===== src/rtl/pipreg_pkg.sv =====
// Shared definitions for the handshaked pipeline register stages.
// Contents:
//   pipreg_state_e     - occupancy state of a two-entry skid stage
//   PIPREG_ENTRY_T     - macro building a packed {data, stb} entry of any width
//   exe_mem_payload_t  - EXE/MEM payload packed into in_data (64 bits)
//   exe_mem_stb_t      - EXE/MEM one-shot strobes packed into in_stb (2 bits)
//   pipreg_occupancy() - state to entry count (0..2)

`ifndef PIPREG_ENTRY_T
`define PIPREG_ENTRY_T(DW, SW) struct packed { logic [(DW)-1:0] data; logic [(SW)-1:0] stb; }
`endif

package pipreg_pkg;

   typedef enum logic [1:0] {
      EMPTY = 2'd0,
      ONE   = 2'd1,
      FULL  = 2'd2
   } pipreg_state_e;

   typedef struct packed {
      logic [31:0] alu_result;
      logic [31:0] store_data;
   } exe_mem_payload_t;

   typedef struct packed {
      logic dcache_write;
      logic dcache_en;
   } exe_mem_stb_t;

   function automatic logic [1:0] pipreg_occupancy(input pipreg_state_e s);
      case (s)
         ONE:     return 2'd1;
         FULL:    return 2'd2;
         default: return 2'd0;
      endcase
   endfunction

endpackage


===== src/rtl/pipreg_skid_stage.sv =====
// Generic valid/ready pipeline register with a two-entry skid buffer,
// synchronous flush, global stall and one-shot strobes.
// Ports:
//   clk, rst            rising-edge clock, synchronous active-high reset
//   stall, flush        global freeze / kill all held entries
//   in_valid/in_ready   upstream handshake, in_data/in_stb payload
//   out_valid/out_ready downstream handshake, out_data/out_stb head entry
//   occupancy           held entries 0..2
//   stall_cnt           saturating count of stalled cycles
//
// state | meaning
// EMPTY | no entry held
// ONE   | main entry M holds the head
// FULL  | M holds the head, skid entry S holds the next payload

module pipreg_skid_stage
   import pipreg_pkg::*;
#(
   parameter int DATA_W = 64,
   parameter int STB_W  = 2,
   parameter int CNT_W  = 16
) (
   input  logic              clk,
   input  logic              rst,
   input  logic              stall,
   input  logic              flush,
   input  logic              in_valid,
   output logic              in_ready,
   input  logic [DATA_W-1:0] in_data,
   input  logic [STB_W-1:0]  in_stb,
   output logic              out_valid,
   input  logic              out_ready,
   output logic [DATA_W-1:0] out_data,
   output logic [STB_W-1:0]  out_stb,
   output logic [1:0]        occupancy,
   output logic [CNT_W-1:0]  stall_cnt
);

   typedef `PIPREG_ENTRY_T(DATA_W, STB_W) entry_t;

   pipreg_state_e state, state_nxt;
   entry_t        m_ent, s_ent;
   logic          m_pending;
   logic          accept, deliver;
   logic          load_m_in, load_s_in, move_s_m;

   // in_ready depends only on registered state and the global controls,
   // never on out_ready.
   assign in_ready  = !rst && !stall && (state != FULL);
   assign out_valid = (state != EMPTY) && !stall;
   assign accept    = in_valid && in_ready;
   assign deliver   = out_valid && out_ready;

   always_comb begin
      state_nxt = state;
      load_m_in = 1'b0;
      load_s_in = 1'b0;
      move_s_m  = 1'b0;
      if (flush) begin
         state_nxt = EMPTY;
      end else begin
         case (state)
            EMPTY: begin
               if (accept) begin
                  load_m_in = 1'b1;
                  state_nxt = ONE;
               end
            end
            ONE: begin
               if (accept && deliver) begin
                  load_m_in = 1'b1;
               end else if (accept) begin
                  load_s_in = 1'b1;
                  state_nxt = FULL;
               end else if (deliver) begin
                  state_nxt = EMPTY;
               end
            end
            FULL: begin
               if (deliver) begin
                  move_s_m  = 1'b1;
                  state_nxt = ONE;
               end
            end
            default: state_nxt = EMPTY;
         endcase
      end
   end

   always_ff @(posedge clk) begin
      if (rst) begin
         state     <= EMPTY;
         m_pending <= 1'b0;
         stall_cnt <= '0;
      end else begin
         state     <= state_nxt;
         // Pending lives for exactly the first cycle an entry is the head.
         m_pending <= load_m_in || move_s_m;
         if (stall && (stall_cnt != '1)) begin
            stall_cnt <= stall_cnt + CNT_W'(1);
         end
      end
   end

   // Payload registers carry no reset; validity is tracked by state alone.
   always_ff @(posedge clk) begin
      if (load_m_in) begin
         m_ent.data <= in_data;
         m_ent.stb  <= in_stb;
      end else if (move_s_m) begin
         m_ent <= s_ent;
      end
      if (load_s_in) begin
         s_ent.data <= in_data;
         s_ent.stb  <= in_stb;
      end
   end

   // Masking with state gives a clean 0 on out_data after reset or flush
   // even though the data register itself is never cleared.
   assign out_data  = (state != EMPTY) ? m_ent.data : '0;
   assign out_stb   = ((state != EMPTY) && m_pending) ? m_ent.stb : '0;
   assign occupancy = pipreg_occupancy(state);

endmodule


===== config.mk =====
export PLATFORM = sky130hd
export DESIGN_NAME = pipreg_skid_stage
export DESIGN_NICKNAME = d
export VERILOG_FILES = /design/src/rtl/pipreg_pkg.sv /design/src/rtl/pipreg_skid_stage.sv
export SDC_FILE = /design/constraint.sdc
export NUM_CORES = 1
export LEC_CHECK = 0
export CAP_MARGIN = 0
export CORE_UTILIZATION = 45
export DETAILED_ROUTE_END_ITERATION = 16
export PLACE_DENSITY = 0.81
export RECOVER_POWER = 50
export SLEW_MARGIN = 30
export SYNTH_ARGS = -nofsm -noshare
export SYNTH_HDL_FRONTEND = slang
export SYNTH_SLANG_ARGS = --single-unit

===== constraint.sdc =====
create_clock -name clk -period 11.61 [get_ports clk]
set_input_delay 2.9025 -clock clk [delete_from_list [all_inputs] [get_ports clk]]
set_output_delay 2.9025 -clock clk [all_outputs]
set_load 0.1 [all_outputs]

==> After elaboration in Yosys (flattened, before gate mapping) <==
Cells that the tools add are included.
{ "word_totals": {"ff_bits": 151, "input_bits": 72, "output_inout_bits": 86, "wordCells": 53} }
{ "classes": {"n_addsub": 1, "eq_ne": 8, "mux": 21, "n_reduce_logical": 16} }
{ "ops": {"columns": ["cell", "n"], "rows": [
  ["66-bit two-way mux", 2],
  ["64-bit two-way mux", 1],
  ["16-bit by 1-bit adder with 16-bit output, second input constant", 1],
  ["16-bit != test, second input constant", 1],
  ["2-bit two-way mux", 6],
  ["1-bit two-way mux", 9],
  ["1-bit logical AND", 8],
  ["2-bit != test, second input constant", 4],
  ["2-bit case mux with 3 select lines", 1],
  ["2-bit case mux with 2 select lines", 1],
  ["4-bit AND reduction", 1],
  ["2-bit nonzero test", 2],
  ["3-bit != test, second input constant", 1],
  ["2-bit by 1-bit == test with 1-bit output, second input constant", 1],
  ["2-bit == test, second input constant", 1],
  ["1-bit zero test", 2],
  ["2-bit zero test", 1],
  ["1-bit case mux with 2 select lines", 1],
  ["2-bit OR reduction", 1],
  ["1-bit logical OR", 1]
]} }

==> Depth between registers and ports, before layout <==
{ "logic_depth": {"word_depth": 9, "depth_mapped": 5, "depth_no_buf": 5} }

==> Worst setup path after synthesis <==
Ideal clock, no wire load.
{ "synth_path": {"path_kind": "input port to flip-flop", "start": "in rst", "end": "reg s_ent[0] (netlist name), enable pin", "setup_ns": 0.675, "arrival_time_ns": 10.075, "required_ns": 10.935, "setup_slack_ns": 0.860, "stages": 2, "n_path_buf": 0, "path_cell_list": "or2_2 > nor4b_1"} }
{ "synth_via": {"elab_chain_cells": 8, "elab_cells_between_ends": 9, "cone_classes": "mux: 4; reduce/logical: 5"} }
{ "synth_rtl": {"columns": ["item", "line", "text"], "rows": [
  ["start: declaration", "pipreg_skid_stage.sv:24", "input logic rst,"],
  ["1-bit zero test *", "pipreg_skid_stage.sv:49", "assign in_ready = !rst && !stall && (state != FULL);"],
  ["1-bit logical AND * (2 in a row)", "pipreg_skid_stage.sv:49", null],
  ["1-bit logical AND *", "pipreg_skid_stage.sv:51", "assign accept = in_valid && in_ready;"],
  ["1-bit two-way mux or 1-bit logical AND (tied branches)", "pipreg_skid_stage.sv:72, pipreg_skid_stage.sv:70", null],
  ["1-bit two-way mux *", "pipreg_skid_stage.sv:70", "if (accept && deliver) begin"],
  ["1-bit two-way mux *", "pipreg_skid_stage.sv:62", "case (state)"],
  ["1-bit two-way mux *", "pipreg_skid_stage.sv:59", "if (flush) begin"],
  ["via load_s_in", "pipreg_skid_stage.sv:45", "logic load_m_in, load_s_in, move_s_m;"],
  ["end: declaration", "pipreg_skid_stage.sv:42", "entry_t m_ent, s_ent;"]
]} }
The timed path passes the listed nets; every way through them passes the cells marked *.
A chain may end at the register's enable or synchronous reset.

==> Final worst setup path <==
{ "layout_path": {"start": "in rst", "end": "out in_ready"} }
{ "layout_via": {"elab_chain_cells": 3} }
{ "layout_rtl": {"columns": ["item", "line", "text"], "rows": [
  ["1-bit zero test", "pipreg_skid_stage.sv:49", null],
  ["1-bit logical AND (2 in a row)", "pipreg_skid_stage.sv:49", null],
  ["end: declaration", "pipreg_skid_stage.sv:28", "output logic in_ready,"]
]} }
Every way passes these cells.

==> results.md <==
- Via density: approximately 5.2
- Fraction of layout cells with a size suffix above 1: between 15 and 20%
- Post-Syn Nets: between 400 and 500
- Fin Setup TNS: 0 ns
- Crit path from: rst
- Hpwl dp: 8.20 mm
- Ys Warns: 0
- Worst reg2reg path depth: 3
- Clk buf depth: 2
- Total die area: around 14000 um2
- Critical path class: in -> out
- Combinational power share: between 6 and 7%
- Synth Register Bits: 151
- Die Ht: about 120 um
- P per Cell Area: roughly 140 nW/um2
- Post-CTS Resized: 0
- Worst Hold Launch: stall_cnt[15]$_SDFFE_PP0P_
- Global-route usage over all layers: approximately a fifth
- Placement Setup Slack: 3.52 ns
- Fin crit period: 8.06 ns
- Initial antenna violation count: 0
- Clock Power Share: approximately 45%
- Filler cell count: between 1000 and 1500
- Outcome: finished, violations left
- CP endpoint kind: output pin
- Hold Fails Final Rpt: 0
- Core area: 13300 um2
- Gr ovfl total: 0
- Maxcap violations: 1
- Max_slew headroom: -70.2%
- Top cells by area, synth: edfxtp_1, mux2_2, and2_1
- Yosys top cell area share: between 60 and 70%
- Critical path data arrival time: 5.16 ns
- Final worst setup slack: 3.55 ns
- Gpl congestion: 0.804
- Rows: between 40 and 50
- Netlist cell types: 42
- Startpoint types: input port
- Placed Instances: 714
- CTS tree: built
- Crit path max fanout: 21
- Antenna cells: 0
- Drt first pass iters: 4
- Critical path required time: 8.71 ns
- DRT iter0 DRCs: 191
- Drt drc: 0
- Fraction of the yosys area taken by sequential cells: 69.9%
- Mean Syn Cell Area: 15.8 um2
- Worst Hold Depth: 2
- Fmax: 124 MHz
- Seq pwr share: 48.6%
- Setup-failing EPs final: 0
- CTS Sinks: roughly 150
- Setup Skew: 0.00861 ns
- Die Width: 120 um
- Tot Pwr: 1.22 mW
- Failing checks: capacitance limit, slew limit
- IO Pins: 158
- Cell Int Power: roughly 960 uW
- Cell Area, Synth: slightly above 6000 um2
- RSZ-0062 raised after global routing: false
- Count of pins over their slew limit: 45
- Sw Pwr: around 260 uW
- Maximum level of the CTS H-tree: 4
- Final WL: 13.0 mm
- DR WL/cell: 17.4 um
- Global-route wire length before repair: 21.0 mm
- Post-Layout Cell Count: 746
- Clock slew at reported path FFs: roughly 0.06 ns
- Post-DRT Antenna Nets: 0
- Syn Inst Count: 394
- Clock root buffer: clkbuf_16
- Post-synth top area cell: edfxtp_1
- Initial Utilization: 46.6%
- Cts bufs inserted: 17
- Peak VDD IR: 0.0799 mV
- Post-CTS setup buffer count: 0
- Switching Fraction: 21.4%
- IO buf count: 157
- Clk Latency, worst-skew pair: 0.41 ns
- Largest net degree at the start of global routing: between 60 and 70
- Hold Buf Count CTS: 0
- Vias in the first global route: 4030
- Vias: 3877
- Reg-to-reg startpoint: state[0]$_SDFFE_PP0P_
- Post-layout nets: 630
- Area Overhead vs Synth: 37.0%
- Tcrit/Tclk final: between 60 and 70%
- Leakage: 2.89 nW
- Worst Tran Pin Value: 2.55 ns
- Hold crit path type: reg -> reg
power by group through the flow:
stage               sequential (mW)  combinational (mW)  clock, mW
floorplan                     0.611              0.0402          0
global placement              0.606              0.0828          0
detailed placement            0.606              0.0844          0
CTS                           0.594              0.0852      0.560
global route                  0.595              0.0831      0.581
finish                        0.594              0.0790      0.549
per-layer routing:
metal  wire, um  global-route usage, %
met5          0                      0
met4        217                   7.97
met1       5490                   23.2
met2       6670                   32.8
met3        620                   4.99
flip-flops by register name (all words and copies together), names as in the netlist:
signal / cells
s_ent: 66
m_pending: 1
stall_cnt: 16
m_ent: 66
state: 2
cells in the final DEF, fill, tap and decap left out, types with 2 or more instances in the layout:
cell and count:
mux2_2 67, or4_1 4, nand2_1 6, inv_1 4
clkbuf_1 5, clkbuf_16 17, nand4_1 4, nor3_1 4
bufinv_16 3, inv_6 2, buf_4 2, nor2b_1 5
or2_2 2, nor4b_1 2, and2_1 65, xor2_1 3
o31ai_1 5, clkinv_4 2, clkdlybuf4s50_1 71, nor2_1 8
a21oi_1 10, clkinv_2 3, dlygate4sd3_1 86, o21ai_0 4
mux2i_1 2, or3_1 4, dfxtp_1 19, nand3_1 4
and3_1 2, o41ai_1 2, edfxtp_1 132
cell families after synthesis:
group	synth area share, %
flops	69.9
simple gates	11.7
mux	12.5
compound gates	3.42
buf+inv	1.71
xor+xnor	0.564
fa+ha+maj	0.201
final timing paths:
check | endpoint | slack, ns
worst max-delay path | in_ready | 3.55
worst min-delay path | stall_cnt[15]$_SDFFE_PP0P_ | 0.51
worst max register to register | s_ent[10]$_DFFE_PP_ | 8.23
worst min register to register | stall_cnt[15]$_SDFFE_PP0P_ | 0.51
area by class of cell:
type	instances	area, um2	share of cell area [%]
clock buffers	20	437	5.13
clock inverters	12	151	1.78
inverters	4	15.0	0.176
multi-input cells	222	1750	20.6
flip-flops and latches	151	4340	51.0
well taps	176	220	2.59
repair buffers	161	1590	18.7
cell usage after synthesis (all sizes together):
library cell / count
ha: 1
mux2: 67
nand2: 6
nand3: 5
o41ai: 2
a41o: 1
and2: 65
a2111oi: 1
a41oi: 1
a31oi: 1
or4: 4
or4b: 1
nand2b: 1
nor2b: 5
o31a: 1
clkbuf: 10
nand4: 4
o21ai: 4
edfxtp: 132
dfxtp: 19
xnor2: 1
a211oi: 1
o21ba: 1
or2: 3
inv: 4
a21oi: 10
o31ai: 5
o2111ai: 1
or3: 4
nor2: 8
mux2i: 2
buf: 7
and4: 2
nor3: 4
and3: 3
xor2: 3
nor4: 2
nor4b: 2
through the flow:
| step | cell area (um2) | hold WS [ns] | util (%) |
|---|---|---|---|
| 6_report | 8510 | 0.513 | 63.8 |
| 5_1_grt | 8510 | 0.561 | 63.8 |
| 4_1_cts | 8540 | 0.524 | 64.0 |
| 3_5_place_dp | 7950 | 0.518 | 59.6 |
| 3_3_place_gp | 7950 | 0.479 | 59.6 |
| 2_1_floorplan | 6210 | 0.525 | - |
worst max-delay path, stage by stage:
cell             delay [ns]
dlygate4sd3_1          0.82
nor3_1                 0.27
clkdlybuf4s50_1        1.16
Note: power is estimated with default switching activity, not from simulation.
